**config.mk**
```make
export PLATFORM = sky130hd
export DESIGN_NAME = vic_border_raster
export DESIGN_NICKNAME = d
export VERILOG_FILES = /design/src/rtl/vic_pkg.sv /design/src/rtl/vic_palette_rom.sv /design/src/rtl/vic_border_raster.sv
export SDC_FILE = /design/constraint.sdc
export NUM_CORES = 1
export LEC_CHECK = 0
export CAP_MARGIN = 0
export CORE_UTILIZATION = 57
export DETAILED_ROUTE_END_ITERATION = 10
export GPL_TIMING_DRIVEN = 0
export PLACE_DENSITY_LB_ADDON = 0.25
export SYNTH_ARGS = -nofsm -noshare
export SYNTH_HDL_FRONTEND = slang
export SYNTH_HIERARCHICAL = 1
export SYNTH_SLANG_ARGS = --single-unit
```
**constraint.sdc**
```tcl
create_clock -name clk -period 6.81 [get_ports clk]
set_clock_uncertainty 0.15 [all_clocks]
set_input_delay 1.362 -clock clk [delete_from_list [all_inputs] [get_ports clk]]
set_output_delay 1.362 -clock clk [all_outputs]
set_load 0.03 [all_outputs]
```
**src/rtl/vic_pkg.sv**
```systemverilog
// vic_pkg: register offsets, border edge values and the C64 palette
// shared by the VIC border/raster stage.
package vic_pkg;

  localparam logic [5:0] REG_CR1    = 6'h11;
  localparam logic [5:0] REG_RASTER = 6'h12;
  localparam logic [5:0] REG_LPX    = 6'h13;
  localparam logic [5:0] REG_LPY    = 6'h14;
  localparam logic [5:0] REG_CR2    = 6'h16;
  localparam logic [5:0] REG_IRQ    = 6'h19;
  localparam logic [5:0] REG_IRQEN  = 6'h1A;
  localparam logic [5:0] REG_BORDER = 6'h20;
  localparam logic [5:0] REG_BG0    = 6'h21;

  localparam logic [9:0] LEFT_CSEL1  = 10'd24;
  localparam logic [9:0] LEFT_CSEL0  = 10'd31;
  localparam logic [9:0] RIGHT_CSEL1 = 10'd344;
  localparam logic [9:0] RIGHT_CSEL0 = 10'd335;
  localparam logic [9:0] TOP_RSEL1   = 10'd51;
  localparam logic [9:0] TOP_RSEL0   = 10'd55;
  localparam logic [9:0] BOT_RSEL1   = 10'd251;
  localparam logic [9:0] BOT_RSEL0   = 10'd247;

  localparam logic [7:0] CR1_RST = 8'h1B;
  localparam logic [5:0] CR2_RST = 6'h08;

  typedef logic [11:0] rgb12_t;

  localparam rgb12_t PALETTE [16] = '{
    12'h000, 12'hFFF, 12'h632, 12'h7AB,
    12'h638, 12'h584, 12'h327, 12'hBC6,
    12'h642, 12'h430, 12'h965, 12'h444,
    12'h666, 12'h9D8, 12'h65B, 12'h999
  };

  typedef struct packed {
    logic [9:0] left;
    logic [9:0] right;
    logic [9:0] top;
    logic [9:0] bottom;
  } edges_t;

  function automatic edges_t border_edges(
    input logic csel,
    input logic rsel
  );
    edges_t e;
    e.left   = csel ? LEFT_CSEL1  : LEFT_CSEL0;
    e.right  = csel ? RIGHT_CSEL1 : RIGHT_CSEL0;
    e.top    = rsel ? TOP_RSEL1   : TOP_RSEL0;
    e.bottom = rsel ? BOT_RSEL1   : BOT_RSEL0;
    return e;
  endfunction

endpackage

```
**src/rtl/vic_palette_rom.sv**
```systemverilog
// vic_palette_rom: registered colour index to 12-bit RGB lookup,
// blanked outside the visible area.
module vic_palette_rom
  import vic_pkg::*;
(
  input  logic       clk,
  input  logic       reset,
  input  logic [3:0] i_idx,
  input  logic       i_en,
  output rgb12_t     o_rgb
);

  rgb12_t rgb_q;
  rgb12_t rgb_d;

  always_comb begin
    rgb_d = '0;
    if (i_en) rgb_d = PALETTE[i_idx];
  end

  always_ff @(posedge clk) begin
    if (reset) rgb_q <= '0;
    else       rgb_q <= rgb_d;
  end

  assign o_rgb = rgb_q;

endmodule

```
**src/rtl/vic_border_raster.sv**
```systemverilog
// vic_border_raster: border flip-flops, raster IRQ, CPU registers and
// palette output. Light-pen capture is built when VIC_LIGHTPEN_IRQ_EN is defined.
module vic_border_raster
  import vic_pkg::*;
#(
  parameter logic [9:0] H_ORIGIN        = 10'd0,
  parameter logic [9:0] V_ORIGIN        = 10'd0,
  parameter int         LINES_PER_FRAME = 312
) (
  input  logic       clk,
  input  logic       reset,
  input  logic [9:0] i_hpos,
  input  logic [9:0] i_vpos,
  input  logic       i_display_on,
  input  logic       i_reg_we,
  input  logic [5:0] i_reg_addr,
  input  logic [7:0] i_reg_wdata,
`ifdef VIC_LIGHTPEN_IRQ_EN
  input  logic       i_lp_n,
`endif
  output logic [7:0] o_reg_rdata,
  output logic [3:0] o_red,
  output logic [3:0] o_green,
  output logic [3:0] o_blue,
  output logic       o_irq_n
);

  localparam logic [9:0] LPF = 10'(LINES_PER_FRAME);

  logic [9:0] x;
  logic [9:0] y;
  logic [9:0] raster;
  edges_t     edg;

  logic [7:0] cr1_q, cr1_d;
  logic [7:0] rlo_q, rlo_d;
  logic [5:0] cr2_q, cr2_d;
  logic [3:0] en_q, en_d;
  logic [3:0] bc_q, bc_d;
  logic [3:0] bg_q, bg_d;
  logic [3:0] flags_q, flags_d;
  logic       main_q, main_d;
  logic       vert_q, vert_d;
  logic       irq_n_q;
  logic [3:0] idx_q;
  logic       de_q;

  logic [8:0] rc;
  logic       irq_any;
  logic       den;
  logic       lp_hit;
  logic [7:0] lpx;
  logic [7:0] lpy;
  rgb12_t     rgb;

  assign x      = i_hpos - H_ORIGIN;
  assign y      = i_vpos - V_ORIGIN;
  assign raster = (y >= LPF) ? y - LPF : y;
  assign edg    = border_edges(cr2_q[3], cr1_q[3]);
  assign den    = cr1_q[4];
  assign rc     = {cr1_q[7], rlo_q};
  assign irq_any = |(flags_q & en_q);

  // Vertical checks run at x == 0 and again at x == left; main_ff
  // clears at left only once the vertical flop is open.
  always_comb begin
    main_d = main_q;
    vert_d = vert_q;
    if (x == edg.right) main_d = 1'b1;
    if (x == 10'd0 || x == edg.left) begin
      if (raster == edg.bottom)
        vert_d = 1'b1;
      else if (raster == edg.top && den)
        vert_d = 1'b0;
    end
    if (x == edg.left && !vert_d) main_d = 1'b0;
  end

  always_comb begin
    cr1_d   = cr1_q;
    rlo_d   = rlo_q;
    cr2_d   = cr2_q;
    en_d    = en_q;
    bc_d    = bc_q;
    bg_d    = bg_q;
    flags_d = flags_q;
    if (i_reg_we) begin
      case (i_reg_addr)
        REG_CR1:    cr1_d   = i_reg_wdata;
        REG_RASTER: rlo_d   = i_reg_wdata;
        REG_CR2:    cr2_d   = i_reg_wdata[5:0];
        REG_IRQ:    flags_d = flags_q & ~i_reg_wdata[3:0];
        REG_IRQEN:  en_d    = i_reg_wdata[3:0];
        REG_BORDER: bc_d    = i_reg_wdata[3:0];
        REG_BG0:    bg_d    = i_reg_wdata[3:0];
        default:    ;
      endcase
    end
    // Set events come after the clear so they win a collision.
    if (x == 10'd0 && raster == {1'b0, rc}) flags_d[0] = 1'b1;
    if (lp_hit) flags_d[3] = 1'b1;
  end

  always_ff @(posedge clk) begin
    if (reset) begin
      cr1_q   <= CR1_RST;
      rlo_q   <= '0;
      cr2_q   <= CR2_RST;
      en_q    <= '0;
      bc_q    <= '0;
      bg_q    <= '0;
      flags_q <= '0;
      main_q  <= 1'b1;
      vert_q  <= 1'b1;
      irq_n_q <= 1'b1;
      idx_q   <= '0;
      de_q    <= 1'b0;
    end else begin
      cr1_q   <= cr1_d;
      rlo_q   <= rlo_d;
      cr2_q   <= cr2_d;
      en_q    <= en_d;
      bc_q    <= bc_d;
      bg_q    <= bg_d;
      flags_q <= flags_d;
      main_q  <= main_d;
      vert_q  <= vert_d;
      irq_n_q <= ~irq_any;
      idx_q   <= main_d ? bc_q : bg_q;
      de_q    <= i_display_on;
    end
  end

`ifdef VIC_LIGHTPEN_IRQ_EN
  logic       lp_q;
  logic       armed_q, armed_d;
  logic [7:0] lpx_q, lpx_d;
  logic [7:0] lpy_q, lpy_d;

  always_comb begin
    armed_d = armed_q;
    lpx_d   = lpx_q;
    lpy_d   = lpy_q;
    lp_hit  = 1'b0;
    if (x == 10'd0 && raster == 10'd0) armed_d = 1'b1;
    if (lp_q && !i_lp_n && armed_q) begin
      lp_hit  = 1'b1;
      armed_d = 1'b0;
      lpx_d   = x[8:1];
      lpy_d   = raster[7:0];
    end
  end

  always_ff @(posedge clk) begin
    if (reset) begin
      lp_q    <= 1'b1;
      armed_q <= 1'b1;
      lpx_q   <= '0;
      lpy_q   <= '0;
    end else begin
      lp_q    <= i_lp_n;
      armed_q <= armed_d;
      lpx_q   <= lpx_d;
      lpy_q   <= lpy_d;
    end
  end

  assign lpx = lpx_q;
  assign lpy = lpy_q;
`else
  assign lp_hit = 1'b0;
  assign lpx    = '0;
  assign lpy    = '0;
`endif

  always_comb begin
    o_reg_rdata = 8'hFF;
    case (i_reg_addr)
      REG_CR1:    o_reg_rdata = {raster[8], cr1_q[6:0]};
      REG_RASTER: o_reg_rdata = raster[7:0];
      REG_LPX:    o_reg_rdata = lpx;
      REG_LPY:    o_reg_rdata = lpy;
      REG_CR2:    o_reg_rdata = {2'b11, cr2_q};
      REG_IRQ:    o_reg_rdata = {irq_any, 3'b111, flags_q};
      REG_IRQEN:  o_reg_rdata = {4'hF, en_q};
      REG_BORDER: o_reg_rdata = {4'hF, bc_q};
      REG_BG0:    o_reg_rdata = {4'hF, bg_q};
      default:    ;
    endcase
  end

  vic_palette_rom u_pal (
    .clk   (clk),
    .reset (reset),
    .i_idx (idx_q),
    .i_en  (de_q),
    .o_rgb (rgb)
  );

  assign o_red   = rgb[11:8];
  assign o_green = rgb[7:4];
  assign o_blue  = rgb[3:0];
  assign o_irq_n = irq_n_q;

endmodule

```
# --- Word-level counts from Yosys, hierarchy flattened ---
# Memories as Yosys holds them, arrays and structs flattened. A register that Yosys moved wholly into a read port is not among the register bits.
# Cells that the tools add are included.
totals:
  register_bits: 46
  latchBits: 0
  ramBits: 0
  mem_bits_ro: 192
  input_bits: 38
  word_cells: 70
  n_memories: 1
memory_table:
  columns: ["memory", "words", "word_bits", "rd", "rd_clocked_by_memory_dff", "write_ports", "line_no", "rtl"]
  rows:
  - ["(no name shown)", 16, 12, 1, 1, 0, "vic_palette_rom.sv:18", "if (i_en) rgb_d = PALETTE[i_idx];"]
op_classes:
  add_sub_neg: 1
  mul: 0
  div_mod_pow: 0
  n_lt_le_gt_ge: 1
  eq_ne: 14
  shift: 0
  muxes: 15
  bitwise_logic: 6
  n_reduce_logical: 19
op_table:
  columns: ["op", "n"]
  rows:
  - ["$pmux 8 s8", 1]
  - ["$eq 6x5->1 const B", 7]
  - ["$eq 10x9->1", 2]
  - ["$reduce_and 2->1", 8]
  - ["$eq 6x6->1 const B", 2]
  - ["$eq 10x5->1", 1]
  - ["$eq 10x6->1", 1]
  - ["$eq 10x8->1", 1]
  - ["$ge 10x9->1 const B", 1]
  - ["$logic_not 10->1", 1]
  - ["$mux 10", 1]
  - ["$sub 10x9->10 const B", 1]
  - ["$and 4x4->4", 2]
  - ["$mux 1", 8]
  - ["$mux 4", 2]
  - ["$mux 3", 2]
  - ["$mux 5", 1]
  - ["$not 4->5", 1]
  - ["$not 4->4", 1]
  - ["$reduce_bool 2->1", 2]
  - ["$reduce_or 2->1", 2]
  - ["$reduce_or 4->1", 1]
  - ["$logic_and 1x1->1", 3]
  - ["$not 1->1", 2]
  - ["2 further kinds", 2]

# --- Depth between registers and ports, before layout ---
# Gate-level depths: netlist (run 1).
depth:
  ltp_word: 11
  mapped_depth: 10
  mapped_depth_nobuf: 8

# --- By module ---
# Netlist (run 1), hierarchy kept.
by_module_without_submodules:
  columns: ["mod", "instances", "cells_each", "area_per_inst_um2"]
  rows:
  - ["vic_border_raster", 1, 350, 2658.8]
  - ["vic_palette_rom", 1, 76, 715.7]

# --- Worst setup path after synthesis (run 1) ---
# OpenSTA, ideal clock, no wires.
synth_path:
  kind: "input-to-output"
  startpoint: "input i_reg_addr[4]"
  endpoint: "output o_reg_rdata[0]"
  arrival_time_ns: 2.908
  path_slack_ns: 2.390
  stages: 4
  n_path_buf: 0
  cell_sequence: "or4b_2 -> nor2_1 -> a222oi_1 -> nand4_1"
synth_between:
  elab_chain_cells: 3
synth_lines:
  columns: ["item", "line_no", "rtl"]
  rows:
  - ["start, declared", "vic_border_raster.sv:16", "input logic [5:0] i_reg_addr,"]
  - ["$eq 6x5->1", "vic_border_raster.sv:178", "case (i_reg_addr)"]
  - ["$reduce_or 2->1 (no line)", null, null]
  - ["$pmux 8 s8 (*)", "vic_border_raster.sv:178", null]
  - ["end, declared", "vic_border_raster.sv:21", "output logic [7:0] o_reg_rdata,"]
# Every way passes the cells marked *; elsewhere a longest branch is shown, timed or not.

# --- Worst setup path in the final report (run 1) ---
layout_path:
  startpoint: "input i_reg_addr[3]"
  endpoint: "output o_reg_rdata[1]"
# The elaborated chain is that of the path after synthesis.

==> results of run 1 <==
[cells in the mapped netlist (2+ instances only)]
library cell and n:
nand4_1 9, xor2_1 4, o21ai_1 7, and3_1 8, nand2b_1 10, nand3b_1 2
nand2_1 67, buf_2 6, nor2b_1 11, a21o_1 2, nand3_1 43, a222oi_1 8
o21ai_0 12, o21a_1 2, or4_1 2, a21oi_1 46, buf_6 2, a311oi_1 5
xnor2_1 10, clkbuf_1 17, a221oi_1 2, a211o_1 6, nor3b_1 2, nor3_1 3
inv_1 8, a211oi_1 4, a22oi_1 2, nor2_1 14, mux2i_1 4, dfxtp_1 58
a41oi_1 5, ha_1 9, o211ai_1 6
[worst min path at each step]
stage / start / end / slack (ns) / cells after the start
6_report: flags_q[2] / flags_q[2] / 0.30 / 2
5_1_grt: flags_q[2] / flags_q[2] / 0.31 / 2
4_1_cts: flags_q[2] / flags_q[2] / 0.30 / 2
3_5_place_dp: flags_q[2] / flags_q[2] / 0.29 / 2
3_3_place_gp: flags_q[1] / flags_q[1] / 0.29 / 2
2_1_floorplan: flags_q[3] / flags_q[3] / 0.27 / 2
[cell families after synthesis]
| logic type | count (synthesis) |
|---|---|
| AOI/OAI and AO/OA | 117 |
| adders and majority gates | 9 |
| and+or+nand+nor | 187 |
| buffers and inverters | 35 |
| muxes | 6 |
| xor gates and xnor gates | 14 |
| DFF | 58 |
[power by group]
group          internal, W  leakage, nW  switching [W]
sequential        0.000341        0.468     0.00000116
combinational    0.0000425        0.825      0.0000562
clock             0.000235        0.119       0.000144
[metrics by stage]
| stage | hold WS [ns] | utilization | std cells | setup slack [ns] |
|---|---|---|---|---|
| finish | 0.300 | 0.762 | 571 | 0.977 |
| global route | 0.306 | 0.762 | 571 | 0.846 |
| floorplan | 0.271 | - | 426 | 2.39 |
| detailed placement | 0.292 | 0.720 | 555 | 1.11 |
| CTS | 0.297 | 0.762 | 571 | 1.04 |
| global placement | 0.290 | 0.720 | 555 | 1.09 |
[worst min-delay path: cells and delay by family, from the launching register on]
kind | cells | cell delay, ns
buf+inv | 1 | 0.05
flops | 1 | 0.33
compound gates | 1 | 0.03
[cell type report]
type / count / area (um2) / share of cell area
Multi-Input combinational cell: 333 / 2060 / 0.481
Sequential cell: 58 / 1160 / 0.272
Timing Repair Buffer: 57 / 571 / 0.134
Clock buffer: 12 / 165 / 0.0387
Buffer: 26 / 124 / 0.0290
Tap cell: 72 / 90.1 / 0.0211
Clock inverter: 4 / 72.6 / 0.0170
Inverter: 9 / 33.8 / 0.00791
[registers in the layout, indices dropped and copies added (netlist names)]
register,flops
bc_q,4
bg_q,4
cr1_q,8
cr2_q,6
de_q,1
en_q,4
flags_q,4
idx_q,4
main_q,1
o_irq_n,1
rlo_q,8
u_pal/o_rgb,12
vert_q,1
[metal layers]
layer	wire, um	GRT usage
met5	0	0
met4	263	0.162
met2	4390	0.527
met1	4170	0.404
met3	794	0.0736
==> metrics.txt, run 1 <==
run status=finished, final reports clean; final setup violating endpoints=0; GRT Util Overall=0.324; mapped cell area=0.00337 mm2; CP bufs+invs=2; Final Hold Viols=0; Yosys reg bits=58; Core Region=0.00561 mm2; setup_tns=0 ns; WP depth=6; CTS H-tree lvls=3; initial antenna violation count=0; clk_lat worst skew=around 0.35 ns; ant diodes=0; reg2reg path depth=6; Die Span Y=about 79 um; Post-DP Area=0.00404 mm2; CTS tree=yes; Max-Cap Viols=0; cells along the critical path=clkdlybuf4s50_1 > or4b_2 > nor2_1 > a222oi_1 > nand4_1 > clkdlybuf4s50_1; total number of vias=3581; Worst setup endpoint=o_reg_rdata[1]; top cell type's share of synthesized area=0.344; vias in the first global route=around 3300; # Post-CTS Setup Buffers=0; post-synthesis sequential area ratio=0.344; XOR/XNOR share of the synthesized area=0.0363; Netlist cell types=63; Setup crit start kind=input pin; Synth Area in Adders=0.0334; drt drc=0; HP Class=register to register; synth top area cells=dfxtp_1 34%, nand2_1 7.5%, a21oi_1 6.8%; global-route wire length before repair=15600 um; clk root buf=clkbuf_8; ANT nets after route=0; post-DP HPWL=approximately 6900 um; fraction of registers with async set/reset=0; CP most frequent cell=clkdlybuf4s50_1; clock slew at reported path FFs=around 0.07 ns; worst reg2reg setup slack=4.54 ns; PortBufs=57; number of synthesized flops with an enable pin=0; Pwr Total=0.000819 W; IO Pins=59; Synthesized Nets=473; clk sinks=58; area delta synth->final=26.6%; Worst setup EP type=primary output; simple-gate portion of the synthesized area=0.284; num rows=27; Syn Inst Count=426; clock tree buffer depth=2; Avg Inst Size Synth=7.92 um2; compound-gate portion of the synthesized area=0.234; Detailed Routing Iterations Pass 1=6; Final nets=541; Max stage delay cell, worst path=or4b_2; crit path DAT=roughly 4.3 ns; Post-CTS Resized=0; relative slew slack=0.294; most frequent cells in the layout=67 x nand2_1, 58 x dfxtp_1, 57 x clkdlybuf4s50_1; Placer Congestion=0.947; crit path kind=input pin to primary output; Crit Path Max Fanout=9; Req. time, crit path=about 5.3 ns; fraction of synthesized area in multiplexers=0.0219; total leakage power=1.41 nW; Die Wd=approximately 80 um; WL/cell=16.8 um; period utilisation layout=0.856; post-route cell area=0.00427 mm2; largest family of logic cells by synthesized area=simple AND/OR/NAND/NOR gates; die area=0.00623 mm2; cell accounting for the most synthesized area=dfxtp_1; Main synth FF type=dfxtp_1; Detailed Route Iter0 Violations=297; Reg-to-Reg Start=cr2_q[3]; actual slew at the worst max-slew pin=~1.1 ns; Starting Density=0.602; peak supply drop=0.000162 V; max-slew violations=0; vias per inst=6.27; setup repair after global routing missed its margin=no; cts hold-fix bufs=0; largest net degree at the start of global routing=13; slowest stage delay, CP=0.71 ns; GRT Residual Overflow=0; commonest non-fill, non-tap cell in the layout=nand2_1; power per cell area=192 mW/mm2; CTS Buf Count=9; YS warnings=6; FILL cells=425; FMAX=171 MHz; layout cells sized above 1=0.0762; R2R Path End=idx_q[0]; CP top delay family=simple AND/OR/NAND/NOR gates; crit path time final=5.83 ns; Routed WL=9620 um; crit path launch=i_reg_addr[3]
(Power assumes the default switching activity.)
==> inputs of run 2 (changes only) <==
- CELL_PAD_IN_SITES_DETAIL_PLACEMENT: unset -> 1
- CELL_PAD_IN_SITES_GLOBAL_PLACEMENT: unset -> 1
- CORE_UTILIZATION: 57 -> 35
==> metrics.txt, run 2 (same netlist as run 1, synthesis figures left out) <==
post-DP HPWL=8200 um (was 6890 um); IO Pins=59 (unchanged); CTS Buf Count=9 (unchanged); cells along the critical path=clkdlybuf4s50_1 > or4b_2 > nor2_1 > a222oi_1 > nand4_1 > clkdlybuf4s50_1 (unchanged); ant diodes=0 (unchanged); Post-DP Area=0.00411 mm2 (was 0.00404 mm2); Final Hold Viols=0 (unchanged); vias in the first global route=3496 (was 3269); drt drc=0 (unchanged); global-route wire length before repair=18000 um (was 15600 um); most frequent cells in the layout=67 x nand2_1, 58 x dfxtp_1, 57 x clkdlybuf4s50_1 (unchanged); Placed Cells=612 (was 555); Sequential Power Share=0.445 (was 0.417); commonest non-fill, non-tap cell in the layout=nand2_1 (unchanged); cts hold-fix bufs=0 (unchanged); WL/cell=17.5 um (was 16.8 um); CP bufs+invs=2 (unchanged); Placer Congestion=0.915 (was 0.947); relative slew slack=0.205 (was 0.294); CTS tree=yes (unchanged); FMAX=171 MHz (about the same); total number of vias=3541 (was 3581); Starting Density=0.363 (was 0.602); power per cell area=179 mW/mm2 (was 192 mW/mm2); ANT nets after route=0 (unchanged); fin cells=628 (was 571); Die Wd=100 um (was 78.9 um); setup repair after global routing missed its margin=no (unchanged); Reg-to-Reg Start=cr2_q[3] (unchanged); clock slew at reported path FFs=0.07 ns (about the same); peak supply drop=0.0000934 V (was 0.000162 V); crit path kind=input pin to primary output (unchanged); actual slew at the worst max-slew pin=1.19 ns (was 1.06 ns); Detailed Routing Iterations Pass 1=6 (unchanged); Worst setup EP type=primary output (unchanged); internal cell power=0.000572 W (was 0.000618 W); HP Class=register to register (unchanged); Final nets=541 (unchanged); Pwr Total=0.000769 W (was 0.000819 W); Die Span Y=100 um (was 78.9 um); area of the multi-input gates=0.00206 mm2 (unchanged); CTS H-tree lvls=3 (unchanged); max-slew violations=0 (unchanged); Crit Path Max Fanout=9 (unchanged); crit path DAT=4.35 ns (was 4.32 ns); area delta synth->final=27.5% (was 26.6%); Req. time, crit path=5.30 ns (about the same); run status=finished, final reports clean (unchanged); # Post-CTS Setup Buffers=0 (unchanged); post-route cell area=0.00430 mm2 (was 0.00427 mm2); crit path time final=5.86 ns (was 5.83 ns); initial antenna violation count=0 (unchanged); Detailed Route Iter0 Violations=157 (was 297); final setup violating endpoints=0 (unchanged); largest net degree at the start of global routing=13 (unchanged); Sw Pwr=0.000197 W (was 0.000201 W); FILL cells=1165 (was 425); sw frac=0.256 (was 0.245); Max-Cap Viols=0 (unchanged); CP most frequent cell=clkdlybuf4s50_1 (unchanged); Max stage delay cell, worst path=or4b_2 (unchanged); layout cells sized above 1=0.0701 (was 0.0762); period utilisation layout=0.860 (was 0.856); slowest stage delay, CP=0.72 ns (was 0.71 ns); setup_tns=0 ns (unchanged); Gate power share=0.131 (was 0.120); Reg area=0.00116 mm2 (unchanged); clk sinks=58 (unchanged); PortBufs=57 (unchanged); crit path launch=i_reg_addr[3] (unchanged); Core Region=0.00928 mm2 (was 0.00561 mm2); worst reg2reg setup slack=4.48 ns (was 4.54 ns); GRT Residual Overflow=0 (unchanged); Hold WS=0.306 ns (was 0.300 ns); num rows=35 (was 27); die area=0.0100 mm2 (was 0.00623 mm2); Post-CTS Resized=0 (unchanged); hold wc startpoint=cr2_q[1] (was flags_q[2]); CP top delay family=simple AND/OR/NAND/NOR gates (unchanged); Routed WL=11000 um (was 9620 um); total leakage power=1.39 nW (was 1.41 nW); clock tree buffer depth=2 (unchanged); max FFs per register=12 (unchanged); GRT Util Overall=0.229 (was 0.324); Setup crit start kind=input pin (unchanged); clk_lat worst skew=0.34 ns (was 0.35 ns); vias per inst=5.64 (was 6.27); clk root buf=clkbuf_8 (unchanged); clock power share=0.424 (was 0.463)
==> run 2: cell count changes in the layout (fill, tap and decap cells not counted), sizes merged <==
cell,change
clkbuf,+2
bufinv,-1
clkinvlp,-1
==> run 2: final cells by class <==
type | instances | area share
Multi-Input combinational cell | 333 | 0.478
Sequential cell | 58 | 0.270
Clock buffer | 14 | 0.0378
Clock inverter | 2 | 0.00814
Timing Repair Buffer | 57 | 0.133
Buffer | 26 | 0.0288
Tap cell | 129 | 0.0375
Inverter | 9 | 0.00785
==> run 2: power by group through the flow <==
stage / Sequential [W] / Clock, W / Combinational (W)
6_report: 0.000342 / 0.000326 / 0.000101
3_5_place_dp: 0.000350 / 0 / 0.0000998
2_1_floorplan: 0.000349 / 0 / 0.0000498
3_3_place_gp: 0.000349 / 0 / 0.0000978
5_1_grt: 0.000342 / 0.000348 / 0.000109
4_1_cts: 0.000342 / 0.000331 / 0.000100
==> run 2: tightest hold or removal path, cell delays in order (launching register included) <==
cell,delay [ns]
dfxtp_1,0.31
nand2_1,0.05
a21oi_1,0.05
==> run 2: metrics by stage <==
stage | setup slack [ns] | utilization
floorplan | 2.39 | -
global placement | 1.04 | 0.442
detailed placement | 0.990 | 0.442
CTS | 0.990 | 0.464
global route | 0.729 | 0.464
finish | 0.951 | 0.464
==> run 2: per-layer routing <==
metal	track usage	share of wire	vias up	wire length, um
met5	0	0	-	0
met1	0.297	0.45	1728	5010
met4	0.0557	0.0089	0	98
li1	-	-	1699	-
met3	0.0481	0.060	8	662
met2	0.389	0.48	106	5240
==> run 2: worst paths after layout <==
path	endpoint	cells past startpoint
hold / removal	cr2_q[1]	2
setup reg to reg	idx_q[1]	6
setup / recovery	o_reg_rdata[2]	6
hold reg to reg	cr2_q[1]	2
==> inputs of run 3 (changes only) <==
- DONT_BUFFER_PORTS: unset -> 1
==> metrics.txt, run 3 (same netlist as run 1, synthesis figures left out) <==
Post-DP Area=0.00354 mm2 (was 0.00411 mm2); CP most frequent cell=nor2b_1 (was clkdlybuf4s50_1); Final Hold Viols=0 (unchanged); clk_lat worst skew=0.33 ns (was 0.34 ns); worst reg2reg setup slack=4.52 ns (was 4.48 ns); max-slew violations=0 (unchanged); commonest non-fill, non-tap cell in the layout=nand2_1 (unchanged); global-route wire length before repair=17300 um (was 18000 um); clock tree buffer depth=2 (unchanged); Crit Path Max Fanout=10 (was 9); num rows=35 (unchanged); Core Region=0.00928 mm2 (unchanged); PortBufs=0 (was 57); setup repair after global routing missed its margin=no (unchanged); IO Pins=59 (unchanged); Req. time, crit path=5.30 ns (about the same); Hold WS=0.308 ns (was 0.306 ns); max FFs per register=12 (unchanged); ant diodes=0 (unchanged); CTS Buf Count=9 (unchanged); Die Span Y=100 um (unchanged); clk root buf=clkbuf_8 (unchanged); crit path DAT=3.38 ns (was 4.35 ns); WL/cell=18.7 um (was 17.5 um); clk sinks=58 (unchanged); # Post-CTS Setup Buffers=0 (unchanged); post-route cell area=0.00372 mm2 (was 0.00430 mm2); GRT Util Overall=0.224 (was 0.229); Starting Density=0.363 (unchanged); fin util=0.401 (was 0.464); setup_tns=0 ns (unchanged); area delta synth->final=10.3% (was 27.5%); Setup crit start kind=input pin (unchanged); crit path time final=4.89 ns (was 5.86 ns); Detailed Route Iter0 Violations=163 (was 157); relative slew slack=0.259 (was 0.205); area of the multi-input gates=0.00206 mm2 (unchanged); layout cells sized above 1=0.0837 (was 0.0701); peak supply drop=0.0000843 V (was 0.0000934 V); cells along the critical path=nor2b_1 > nor2b_1 > nor3b_1 > buf_2 > a222oi_1 > nand4_1 (was clkdlybuf4s50_1 > or4b_2 > nor2_1 > a222oi_1 > nand4_1 > clkdlybuf4s50_1); largest net degree at the start of global routing=13 (unchanged); slowest stage delay, CP=0.55 ns (was 0.72 ns); total leakage power=1.17 nW (was 1.39 nW); vias in the first global route=3278 (was 3496); FILL cells=1173 (was 1165); initial antenna violation count=0 (unchanged); Worst setup EP type=primary output (unchanged); Final nets=484 (was 541); Placer Congestion=0.855 (was 0.915); CTS H-tree lvls=3 (unchanged); HP Class=register to register (unchanged); Die Wd=100 um (unchanged); CTS tree=yes (unchanged); Post-CTS Resized=0 (unchanged); run status=finished, final reports clean (unchanged); post-DP HPWL=8080 um (was 8200 um); clock slew at reported path FFs=0.06 ns (was 0.07 ns); power per cell area=192 mW/mm2 (was 179 mW/mm2); actual slew at the worst max-slew pin=1.11 ns (was 1.19 ns); Detailed Routing Iterations Pass 1=6 (unchanged); most frequent cells in the layout=67 x nand2_1, 58 x dfxtp_1, 46 x a21oi_1 (was 67 x nand2_1, 58 x dfxtp_1, 57 x clkdlybuf4s50_1); Max-Cap Viols=0 (unchanged); drt drc=0 (unchanged); final setup violating endpoints=0 (unchanged); Reg area=0.00116 mm2 (unchanged); Routed WL=10700 um (was 11000 um); ANT nets after route=0 (unchanged); crit path kind=input pin to primary output (unchanged); cts hold-fix bufs=0 (unchanged); die area=0.0100 mm2 (unchanged); total number of vias=3272 (was 3541); Max stage delay cell, worst path=nor3b_1 (was or4b_2); period utilisation layout=0.718 (was 0.860); GRT Residual Overflow=0 (unchanged); CP top delay family=simple AND/OR/NAND/NOR gates (unchanged); CP bufs+invs=1 (was 2); vias per inst=5.73 (was 5.64); FMAX=205 MHz (was 171 MHz)
==> run 3: final cells by class <==
cell class	instances	area share
tap	129	0.0434
sequential	58	0.312
multi-input combinational	333	0.552
inverter	9	0.00908
clock inverter	6	0.0155
buffer	26	0.0333
clock buffer	10	0.0343
==> run 3: final timing paths <==
path	start	endpoint	cells after the start
worst max-delay path	i_reg_addr[4]	o_reg_rdata[0]	6
worst max register to register	cr2_q[3]	idx_q[2]	6
worst min-delay path	cr2_q[5]	cr2_q[5]	2
worst min register to register	cr2_q[5]	cr2_q[5]	2
==> run 3: where the power goes <==
group / switching [W] / internal [W] / total [W]
clock: 0.000142 / 0.000166 / 0.000308
sequential: 0.00000154 / 0.000341 / 0.000342
combinational: 0.0000441 / 0.0000206 / 0.0000647
==> run 3: worst register-to-register path, delay by kind of cell (launching register included) <==
family           cells  cell delay [ns]
AND/OR/NAND/NOR      3             1.09
flip-flops           1             0.40
AO/OA/AOI/OAI        3             0.54
==> run 3: per-stage QoR <==
stage          setup WS (ns)  power [W]  instances
2_1_floorplan           2.39   0.000399        426
5_1_grt                 1.73   0.000746        571
6_report                1.92   0.000715        571
3_5_place_dp            1.96   0.000415        555
3_3_place_gp            1.94   0.000413        555
4_1_cts                 1.95   0.000725        571
==> run 3: metal layers <==
metal | routed length (um) | share of wire | global-route usage
met5 | 0 | 0 | 0
met4 | 174 | 0.016 | 0.0747
met3 | 730 | 0.068 | 0.0564
met2 | 5000 | 0.47 | 0.362
met1 | 4770 | 0.45 | 0.289
